### config.mk
export PLATFORM = sky130hd
export DESIGN_NAME = multicycle_ctrl_fsm
export DESIGN_NICKNAME = d
export VERILOG_FILES = /design/src/rtl/multicycle_ctrl_fsm_pkg.sv /design/src/rtl/multicycle_ctrl_fsm_mem_wait_timer.sv /design/src/rtl/multicycle_ctrl_fsm.sv
export SDC_FILE = /design/constraint.sdc
export NUM_CORES = 1
export LEC_CHECK = 0
export BUFFER_PORTS_ARGS = -buffer_cell sky130_fd_sc_hd__buf_2
export CORE_UTILIZATION = 38
export CTS_CLUSTER_SIZE = 12
export DETAILED_ROUTE_END_ITERATION = 12
export PLACE_DENSITY = 0.7
export SLEW_MARGIN = 30
export SYNTH_ARGS = -nofsm -noshare
export SYNTH_HDL_FRONTEND = slang
export SYNTH_SLANG_ARGS = --single-unit
### constraint.sdc
create_clock -name clk -period 1.6 [get_ports clk]
set_input_delay 0.08 -clock clk [delete_from_list [all_inputs] [get_ports clk]]
set_output_delay 0.08 -clock clk [all_outputs]
set_load 0.01 [all_outputs]
### src/rtl/multicycle_ctrl_fsm_pkg.sv
// Shared control encodings for the RV32I multicycle controller: state codes,
// opcodes and the datapath mux/ALU select codes used by decoder and ALU decoder.
package multicycle_ctrl_fsm_pkg;

    typedef enum logic [3:0] {
        ST_RESET    = 4'd0,
        ST_FETCH    = 4'd1,
        ST_DECODE   = 4'd2,
        ST_MEMADR   = 4'd3,
        ST_MEMREAD  = 4'd4,
        ST_MEMWB    = 4'd5,
        ST_MEMWRITE = 4'd6,
        ST_EXECR    = 4'd7,
        ST_EXECI    = 4'd8,
        ST_ALUWB    = 4'd9,
        ST_BEQ      = 4'd10,
        ST_JAL      = 4'd11
    } state_t;

    localparam logic [6:0] OP_LW    = 7'b0000011;
    localparam logic [6:0] OP_SW    = 7'b0100011;
    localparam logic [6:0] OP_RTYPE = 7'b0110011;
    localparam logic [6:0] OP_ITYPE = 7'b0010011;
    localparam logic [6:0] OP_BEQ   = 7'b1100011;
    localparam logic [6:0] OP_JAL   = 7'b1101111;

    localparam logic [1:0] ALU_ADD   = 2'b00;
    localparam logic [1:0] ALU_SUB   = 2'b01;
    localparam logic [1:0] ALU_FUNCT = 2'b10;

    localparam logic [1:0] RES_ALUOUT = 2'b00;
    localparam logic [1:0] RES_DATA   = 2'b01;
    localparam logic [1:0] RES_ALURES = 2'b10;

    localparam logic [1:0] SRCA_PC    = 2'b00;
    localparam logic [1:0] SRCA_OLDPC = 2'b01;
    localparam logic [1:0] SRCA_RS1   = 2'b10;

    localparam logic [1:0] SRCB_RS2  = 2'b00;
    localparam logic [1:0] SRCB_IMM  = 2'b01;
    localparam logic [1:0] SRCB_FOUR = 2'b10;

    localparam logic [1:0] IMM_I = 2'b00;
    localparam logic [1:0] IMM_S = 2'b01;
    localparam logic [1:0] IMM_B = 2'b10;
    localparam logic [1:0] IMM_J = 2'b11;

    // Immediate format is a pure function of the opcode, independent of state.
    function automatic logic [1:0] imm_src_of(input logic [6:0] op);
        logic [1:0] imm;
        case (op)
            OP_SW:   imm = IMM_S;
            OP_BEQ:  imm = IMM_B;
            OP_JAL:  imm = IMM_J;
            default: imm = IMM_I;
        endcase
        return imm;
    endfunction

endpackage

### src/rtl/multicycle_ctrl_fsm_mem_wait_timer.sv
// Wait counter for memory handshakes; flags when the allowed wait is used up.
module mem_wait_timer #(
    parameter int TIMEOUT_CYCLES = 255,
    parameter int TW             = 8
) (
    input  logic clk,
    input  logic rst_n,
    input  logic clr,
    input  logic en,
    output logic timeout
);

    logic [TW-1:0] count;

    // Clear has priority so a new access always starts counting from zero.
    always_ff @(posedge clk or negedge rst_n) begin
        if (!rst_n) begin
            count <= '0;
        end else if (clr) begin
            count <= '0;
        end else if (en) begin
            count <= count + 1'b1;
        end
    end

    assign timeout = (count == TW'(TIMEOUT_CYCLES));

endmodule

### src/rtl/multicycle_ctrl_fsm.sv
// Multicycle RV32I control unit.
//   state    | meaning
//   RESET    | post-reset idle, all controls low
//   FETCH    | read instruction at PC, PC <= PC+4 on completion
//   DECODE   | branch target into ALUOut, dispatch on opcode
//   MEMADR   | rs1 + imm into ALUOut
//   MEMREAD  | load data read at ALUOut
//   MEMWB    | load data to rd
//   MEMWRITE | store at ALUOut
//   EXECR    | R-type ALU operation
//   EXECI    | I-type ALU operation
//   ALUWB    | ALUOut to rd
//   BEQ      | compare rs1/rs2, take branch on zero
//   JAL      | jump to target, PC+4 into ALUOut
module multicycle_ctrl_fsm
    import multicycle_ctrl_fsm_pkg::*;
#(
    parameter int TIMEOUT_CYCLES = 255,
    parameter int TW             = 8
) (
    input  logic       clk,
    input  logic       rst_n,
    input  logic [6:0] op,
    input  logic       zero,
    input  logic       mem_ready,
    output logic       mem_req,
    output logic       mem_write,
    output logic       adr_src,
    output logic       ir_write,
    output logic       pc_write,
    output logic       reg_write,
    output logic [1:0] result_src,
    output logic [1:0] alu_src_a,
    output logic [1:0] alu_src_b,
    output logic [1:0] alu_op,
    output logic [1:0] imm_src,
    output logic       instr_done,
    output logic       illegal_op,
    output logic       bus_err
);

    state_t state;
    state_t next_state;
    logic   mem_state;
    logic   timeout;
    logic   timed_out;
    logic   pc_update;
    logic   branch;

    assign mem_state = (state == ST_FETCH) || (state == ST_MEMREAD) || (state == ST_MEMWRITE);
    assign timed_out = mem_state && timeout && !mem_ready;

    // Counter restarts whenever an access completes, aborts or is not in progress.
    mem_wait_timer #(
        .TIMEOUT_CYCLES(TIMEOUT_CYCLES),
        .TW            (TW)
    ) u_timer (
        .clk    (clk),
        .rst_n  (rst_n),
        .clr    (!mem_state || mem_ready || timed_out),
        .en     (mem_state && !mem_ready),
        .timeout(timeout)
    );

    // Next-state selection; a timeout in any memory state abandons to FETCH.
    always_comb begin
        next_state = state;
        case (state)
            ST_RESET:    next_state = ST_FETCH;
            ST_FETCH:    if (mem_ready) next_state = ST_DECODE;
            ST_DECODE: begin
                case (op)
                    OP_LW, OP_SW: next_state = ST_MEMADR;
                    OP_RTYPE:     next_state = ST_EXECR;
                    OP_ITYPE:     next_state = ST_EXECI;
                    OP_BEQ:       next_state = ST_BEQ;
                    OP_JAL:       next_state = ST_JAL;
                    default:      next_state = ST_FETCH;
                endcase
            end
            ST_MEMADR:   next_state = (op == OP_LW) ? ST_MEMREAD : ST_MEMWRITE;
            ST_MEMREAD:  if (mem_ready) next_state = ST_MEMWB;
            ST_MEMWB:    next_state = ST_FETCH;
            ST_MEMWRITE: if (mem_ready) next_state = ST_FETCH;
            ST_EXECR:    next_state = ST_ALUWB;
            ST_EXECI:    next_state = ST_ALUWB;
            ST_ALUWB:    next_state = ST_FETCH;
            ST_BEQ:      next_state = ST_FETCH;
            ST_JAL:      next_state = ST_ALUWB;
            default:     next_state = ST_FETCH;
        endcase
        if (timed_out) next_state = ST_FETCH;
    end

    // State register; reset lands in RESET so every control is low at once.
    always_ff @(posedge clk or negedge rst_n) begin
        if (!rst_n) begin
            state <= ST_RESET;
        end else begin
            state <= next_state;
        end
    end

    // Control decode from state; only FETCH/MEMWRITE/BEQ/DECODE look at inputs.
    always_comb begin
        mem_req    = 1'b0;
        mem_write  = 1'b0;
        adr_src    = 1'b0;
        ir_write   = 1'b0;
        pc_update  = 1'b0;
        branch     = 1'b0;
        reg_write  = 1'b0;
        result_src = RES_ALUOUT;
        alu_src_a  = SRCA_PC;
        alu_src_b  = SRCB_RS2;
        alu_op     = ALU_ADD;
        instr_done = 1'b0;
        illegal_op = 1'b0;
        bus_err    = timed_out;
        imm_src    = imm_src_of(op);
        case (state)
            ST_FETCH: begin
                mem_req    = 1'b1;
                alu_src_b  = SRCB_FOUR;
                result_src = RES_ALURES;
                ir_write   = mem_ready;
                pc_update  = mem_ready;
            end
            ST_DECODE: begin
                alu_src_a = SRCA_OLDPC;
                alu_src_b = SRCB_IMM;
                case (op)
                    OP_LW, OP_SW, OP_RTYPE, OP_ITYPE, OP_BEQ, OP_JAL: illegal_op = 1'b0;
                    default:                                         illegal_op = 1'b1;
                endcase
            end
            ST_MEMADR: begin
                alu_src_a = SRCA_RS1;
                alu_src_b = SRCB_IMM;
            end
            ST_MEMREAD: begin
                mem_req = 1'b1;
                adr_src = 1'b1;
            end
            ST_MEMWB: begin
                result_src = RES_DATA;
                reg_write  = 1'b1;
                instr_done = 1'b1;
            end
            ST_MEMWRITE: begin
                mem_req    = 1'b1;
                mem_write  = 1'b1;
                adr_src    = 1'b1;
                instr_done = mem_ready;
            end
            ST_EXECR: begin
                alu_src_a = SRCA_RS1;
                alu_op    = ALU_FUNCT;
            end
            ST_EXECI: begin
                alu_src_a = SRCA_RS1;
                alu_src_b = SRCB_IMM;
                alu_op    = ALU_FUNCT;
            end
            ST_ALUWB: begin
                reg_write  = 1'b1;
                instr_done = 1'b1;
            end
            ST_BEQ: begin
                alu_src_a  = SRCA_RS1;
                alu_op     = ALU_SUB;
                branch     = 1'b1;
                instr_done = 1'b1;
            end
            ST_JAL: begin
                alu_src_a = SRCA_OLDPC;
                alu_src_b = SRCB_FOUR;
                pc_update = 1'b1;
            end
            default: begin
                bus_err = timed_out;
            end
        endcase
        pc_write = pc_update || (branch && zero);
    end

endmodule
# Word-level counts from Yosys, hierarchy flattened
# Index checks and enable logic that the tools add are counted.
classes:
  add_sub_neg: 1
  n_eq_ne: 21
  mux: 24
  n_reduce_logical: 25
ops:
  columns: ["op", "n"]
  rows:
  - ["4-bit case mux with 6 select lines", 1]
  - ["4-bit case mux with 5 select lines", 1]
  - ["4-bit by 3-bit == test with 1-bit output (second input constant)", 4]
  - ["4-bit == test (second input constant)", 4]
  - ["4-bit two-way mux", 4]
  - ["8-bit two-way mux", 2]
  - ["2-bit case mux with 2 select lines", 4]
  - ["7-bit by 6-bit == test with 1-bit output (second input constant)", 2]
  - ["7-bit == test (second input constant)", 2]
  - ["2-bit OR reduction", 6]
  - ["3-bit OR reduction", 4]
  - ["3-bit != test (second input constant)", 3]
  - ["8-bit by 1-bit adder with 8-bit output (second input constant)", 1]
  - ["4-bit by 2-bit == test with 1-bit output (second input constant)", 2]
  - ["8-bit == test (second input constant)", 1]
  - ["1-bit two-way mux", 8]
  - ["7-bit by 2-bit == test with 1-bit output (second input constant)", 1]
  - ["7-bit by 5-bit == test with 1-bit output (second input constant)", 1]
  - ["2-bit case mux with 3 select lines", 1]
  - ["6-bit OR reduction", 1]
  - ["1-bit logical OR", 5]
  - ["4-bit by 1-bit == test with 1-bit output (second input constant)", 1]
  - ["1-bit logical AND", 4]
  - ["1-bit case mux with 2 select lines", 2]
  - ["other kinds (5)", 6]
totals:
  regBits: 12
  in_bits: 11

# Longest topological paths before layout
logic_depth:
  word_depth: 7
  ltp_mapped: 5
  depth_no_buf: 5

# By module
# From an unflattened synthesis, not the netlist that was laid out.
hier_totals:
  cells_unflattened: 136
  area_unflattened_um2: 1027.2
by_module_without_submodules:
  columns: ["module", "n_inst", "cells_each", "area_each_um2", "seq_area_each_um2"]
  rows:
  - ["multicycle_ctrl_fsm", 1, 97, 630.6, 100.1]
  - ["mem_wait_timer", 1, 39, 396.6, 200.2]

# Worst setup path before layout
# No wires, ideal clock.
synth_timing:
  path_type: "reg-to-reg"
  from: "register u_timer.count[0]"
  to: "register state[2]"
  arrival_ps: 1341
  required_time_ps: 1522
  setup_slack_ps: 181
  stages_incl_launch_ff: 5
  path_buffers: 0
  synth_period_minus_slack_ps: 1419
  path_cell_list: "dfrtp_1 -> ha_1 -> and3_4 -> a2111oi_4 -> o21bai_1"
synth_between:
  elab_chain_cells: 5
  word_cells_on_any_way: 8
synth_rtl:
  columns: ["item", "line_no", "text"]
  rows:
  - ["from (decl)", "multicycle_ctrl_fsm_mem_wait_timer.sv:13", "logic [TW-1:0] count;"]
  - ["from (signal assigned)", "multicycle_ctrl_fsm_mem_wait_timer.sv:22", "count <= count + 1'b1;"]
  - ["8-bit == test *", "multicycle_ctrl_fsm_mem_wait_timer.sv:26", "assign timeout = (count == TW'(TIMEOUT_CYCLES));"]
  - ["1-bit logical AND * (2 in a row)", "multicycle_ctrl_fsm.sv:51", "assign timed_out = mem_state && timeout && !mem_ready;"]
  - ["3-bit != test (no source line)", null, null]
  - ["3-bit AND reduction (no source line)", null, null]
  - ["to (signal assigned)", "multicycle_ctrl_fsm.sv:100", "state <= next_state;"]
  - ["to (decl)", "multicycle_ctrl_fsm.sv:42", "state_t state;"]
# Mark *: on every way between the ends. The rest lies on a longest branch, timed or not.
# A chain may end at the register's enable or synchronous reset.

# Worst setup path in the final report
layout_timing:
  from: "register state[1]"
  to: "output mem_req"
layout_between:
  elab_chain_cells: 3
  word_cells_on_any_way: 5
layout_rtl:
  columns: ["item", "line_no", "text"]
  rows:
  - ["4-bit by 1-bit == test with 1-bit output / 4-bit by 3-bit == test with 1-bit output (equally long branches)", "multicycle_ctrl_fsm.sv:121", "case (state)"]
  - ["3-bit OR reduction (no source line) *", null, null]
  - ["1-bit two-way mux *", "multicycle_ctrl_fsm.sv:121", null]
  - ["to (decl)", "multicycle_ctrl_fsm.sv:26", "output logic mem_req,"]
# Marked as above.

==> flow_summary.yaml <==
run_status:
  status: "complete, no violations"
pwr:
  post-layout-total-power_mw: 1.86
  p_leak_nw: 0.627
  peakVddDrop_mv: 0.847
  p_per_area_nw_per_um2: 1420
route:
  drt-initial-drc-count: 11
  via_per_inst: 5.32
  drc: 0
  vias: 973
  drt.antenna.violating_nets: 0
  wire_per_inst_um: 12.8
  first_pass_iters: 4
  totalWireLength_um: 2340
floorplan:
  die-width_um: 53.5
  fp.dieArea_um2: 2860
  io_pins: 30
  coreArea_um2: 2500
  die_height_um: 53.5
  initial_core_util: 0.403
  fp-row-count: 18
grt:
  grt.overflow.total: 0
  grt_pass1_vias: 764
  antenna_found_initial: 0
  grt_pass1_wl_um: 3450
  grt_usage: 0.171
  grt_start_max_net_pins: 17
timing:
  setup_viol: 0
  slew_headroom: 0.760
  fmax_mhz: 645
  worst_pin_slew_ps: 360
  hold_violations: 0
  drv_slew: 0
  setup_tns_ps: 0
  clock_skew_ps: 0.466
  post-route-period-util: 0.970
  min_period_ps: 1550
cells_and_area:
  finalNetCount: 167
  design_area_um2: 1310
  layout-drive-gt1-share: 0.425
  fin_cells: 183
  utilization: 0.524
  syn_to_final_growth_pct: 30.1
  antennaDiodeCount: 0
synthesis:
  syn_nets: 126
  synthesis.area_um2: 1010
  ys_warn_count: 0
  yosysUniqueCellTypes: 46
  ys_seq_elements: 12
  async_flop_share: 1.00
  postSynthCellCount: 114
  yosysSeqAreaShare: 0.298
  ys.flop_type: "dfrtp_1"
  avgSynthCellArea_um2: 8.84
  synth.largest_area_cell: "dfrtp_1"
  synth_edf_count: 0
  synth.area.top_cells: "dfrtp_1 (30%), nor2_1 (7.8%), xor2_1 (6.1%), nand2_1 (3.0%), a2111oi_4 (2.7%)"
  synth_top_cell_area_share: 0.298
critical_path:
  critPathArrivalTime_ps: 1470
  crit_type: "reg2out"
  start_kind: "flop"
  critPathMaxStageDelay_ps: 520
  cp_slowest_cell: "dfrtp_2"
  cp-end-kind: "output port"
  cp.required_ps: 1520
  critical_path_buf_inv_count: 1
  cp_top_family: "simple AND/OR/NAND/NOR gates"
  r2r_setup_slack_ps: 140
  path_cells: "nand2b_4 -> nor3_1 -> or2_2 -> buf_2"
  crit_fanout: 14
clocking:
  path_clk_slew_ps: 70
  cts_made_buffers: 3
  cts-root-buf: "clkbuf_4"
  cts_tree: "yes"
  cts_num_sinks: 12
  clock_path_buffers: 2
  htree_levels: 1
  insertion_delay_ps: 260
place:
  gp_congestion: 0.865
  placed_area_um2: 1180
  hpwlAfterDp_um: 1710
  place_inst: 171
  port_buffers: 29
hold_path:
  hp-class: "in2reg"
run:
  cap_violations: 0
-- per-stage QoR --
stage,hold WS (ps),setup slack [ps]
floorplan,-216,181
global placement,-34.1,142
detailed placement,-32.8,91.1
CTS,193,4.49
global route,218,-5.99
finish,191,48.5
-- routing by layer --
| layer | vias up | track usage | part of all wire |
|---|---|---|---|
| li1 | 486 | - | - |
| met5 | - | 0 | 0 |
| met2 | 29 | 0.263 | 0.51 |
| met4 | 0 | 0.0921 | 0.017 |
| met1 | 454 | 0.232 | 0.44 |
| met3 | 4 | 0.0172 | 0.036 |
-- cells in the mapped netlist, types with 2 or more instances --
cell type	number
nand2b_1	3
and4_1	2
or2_1	2
a31oi_1	3
buf_2	3
o21ai_1	2
o22ai_1	2
nor3_1	3
dfrtp_1	12
nand3_1	4
nor3b_2	2
and2b_1	2
nor3b_1	2
xnor2_1	2
nor2_1	21
xor2_1	7
nand2_1	8
a21oi_1	4
inv_1	2
and3_1	2
-- final timing paths --
kind / start / to / cells after the start
max: state[1] / mem_req / 4
min: mem_ready / state[0] / 3
max reg2reg: u_timer.count[0] / state[1] / 5
min reg2reg: u_timer.count[0] / u_timer.count[0] / 1
max in group asynchronous: rst_n / state[1] / 2
min in group asynchronous: rst_n / u_timer.count[5] / 2
-- layout make-up --
cell class,count,area [um^2]
clock buffer,3,22.5
timing repair buffer,40,230
multi-input combinational,96,708
fill,247,1190
inverter,2,7.51
sequential,12,304
tap,30,37.5
-- power by group --
part           internal, mW  switching, mW  leakage (nW)
combinational         0.574          0.616         0.455
clock                0.0869         0.0924        0.0138
sequential            0.368          0.125         0.158
-- state kept, by name, indices dropped and copies added, names as in the netlist --
name           flops
state              4
u_timer.count      8
-- tightest hold or removal path, stage by stage --
cell and delay (ps):
buf_2 170, a2111oi_4 80, a21oi_2 90
-- layout by cell type, fill, tap and decap left out, drive strengths merged, types with 3 or more instances in the layout --
master	count
and3	3
nor3	4
nand3	4
a31oi	3
nand2b	5
dfrtp	12
clkbuf	3
nor3b	4
nand2	8
or2	3
a21oi	5
o21ai	3
xor2	7
nor2	22
buf	39
-- cells by family after synthesis --
group / share of synthesized area
mux: 0.00994
simple gates: 0.398
fa+ha+maj: 0.0124
buf+inv: 0.0335
flops: 0.298
compound gates: 0.170
xor+xnor: 0.0783
-- timing repair --
| action | 4_1_cts | 5_1_grt |
|---|---|---|
| hold buffers | 1 | 0 |
| endpoints found under the setup margin | 8 | 7 |
| gates resized for setup | 5 | 6 |
| setup buffers | 3 | 5 |
| endpoints found under the hold margin | 12 | 0 |
| pin swaps | 0 | 0 |
Power figures use the tool's default switching activity.
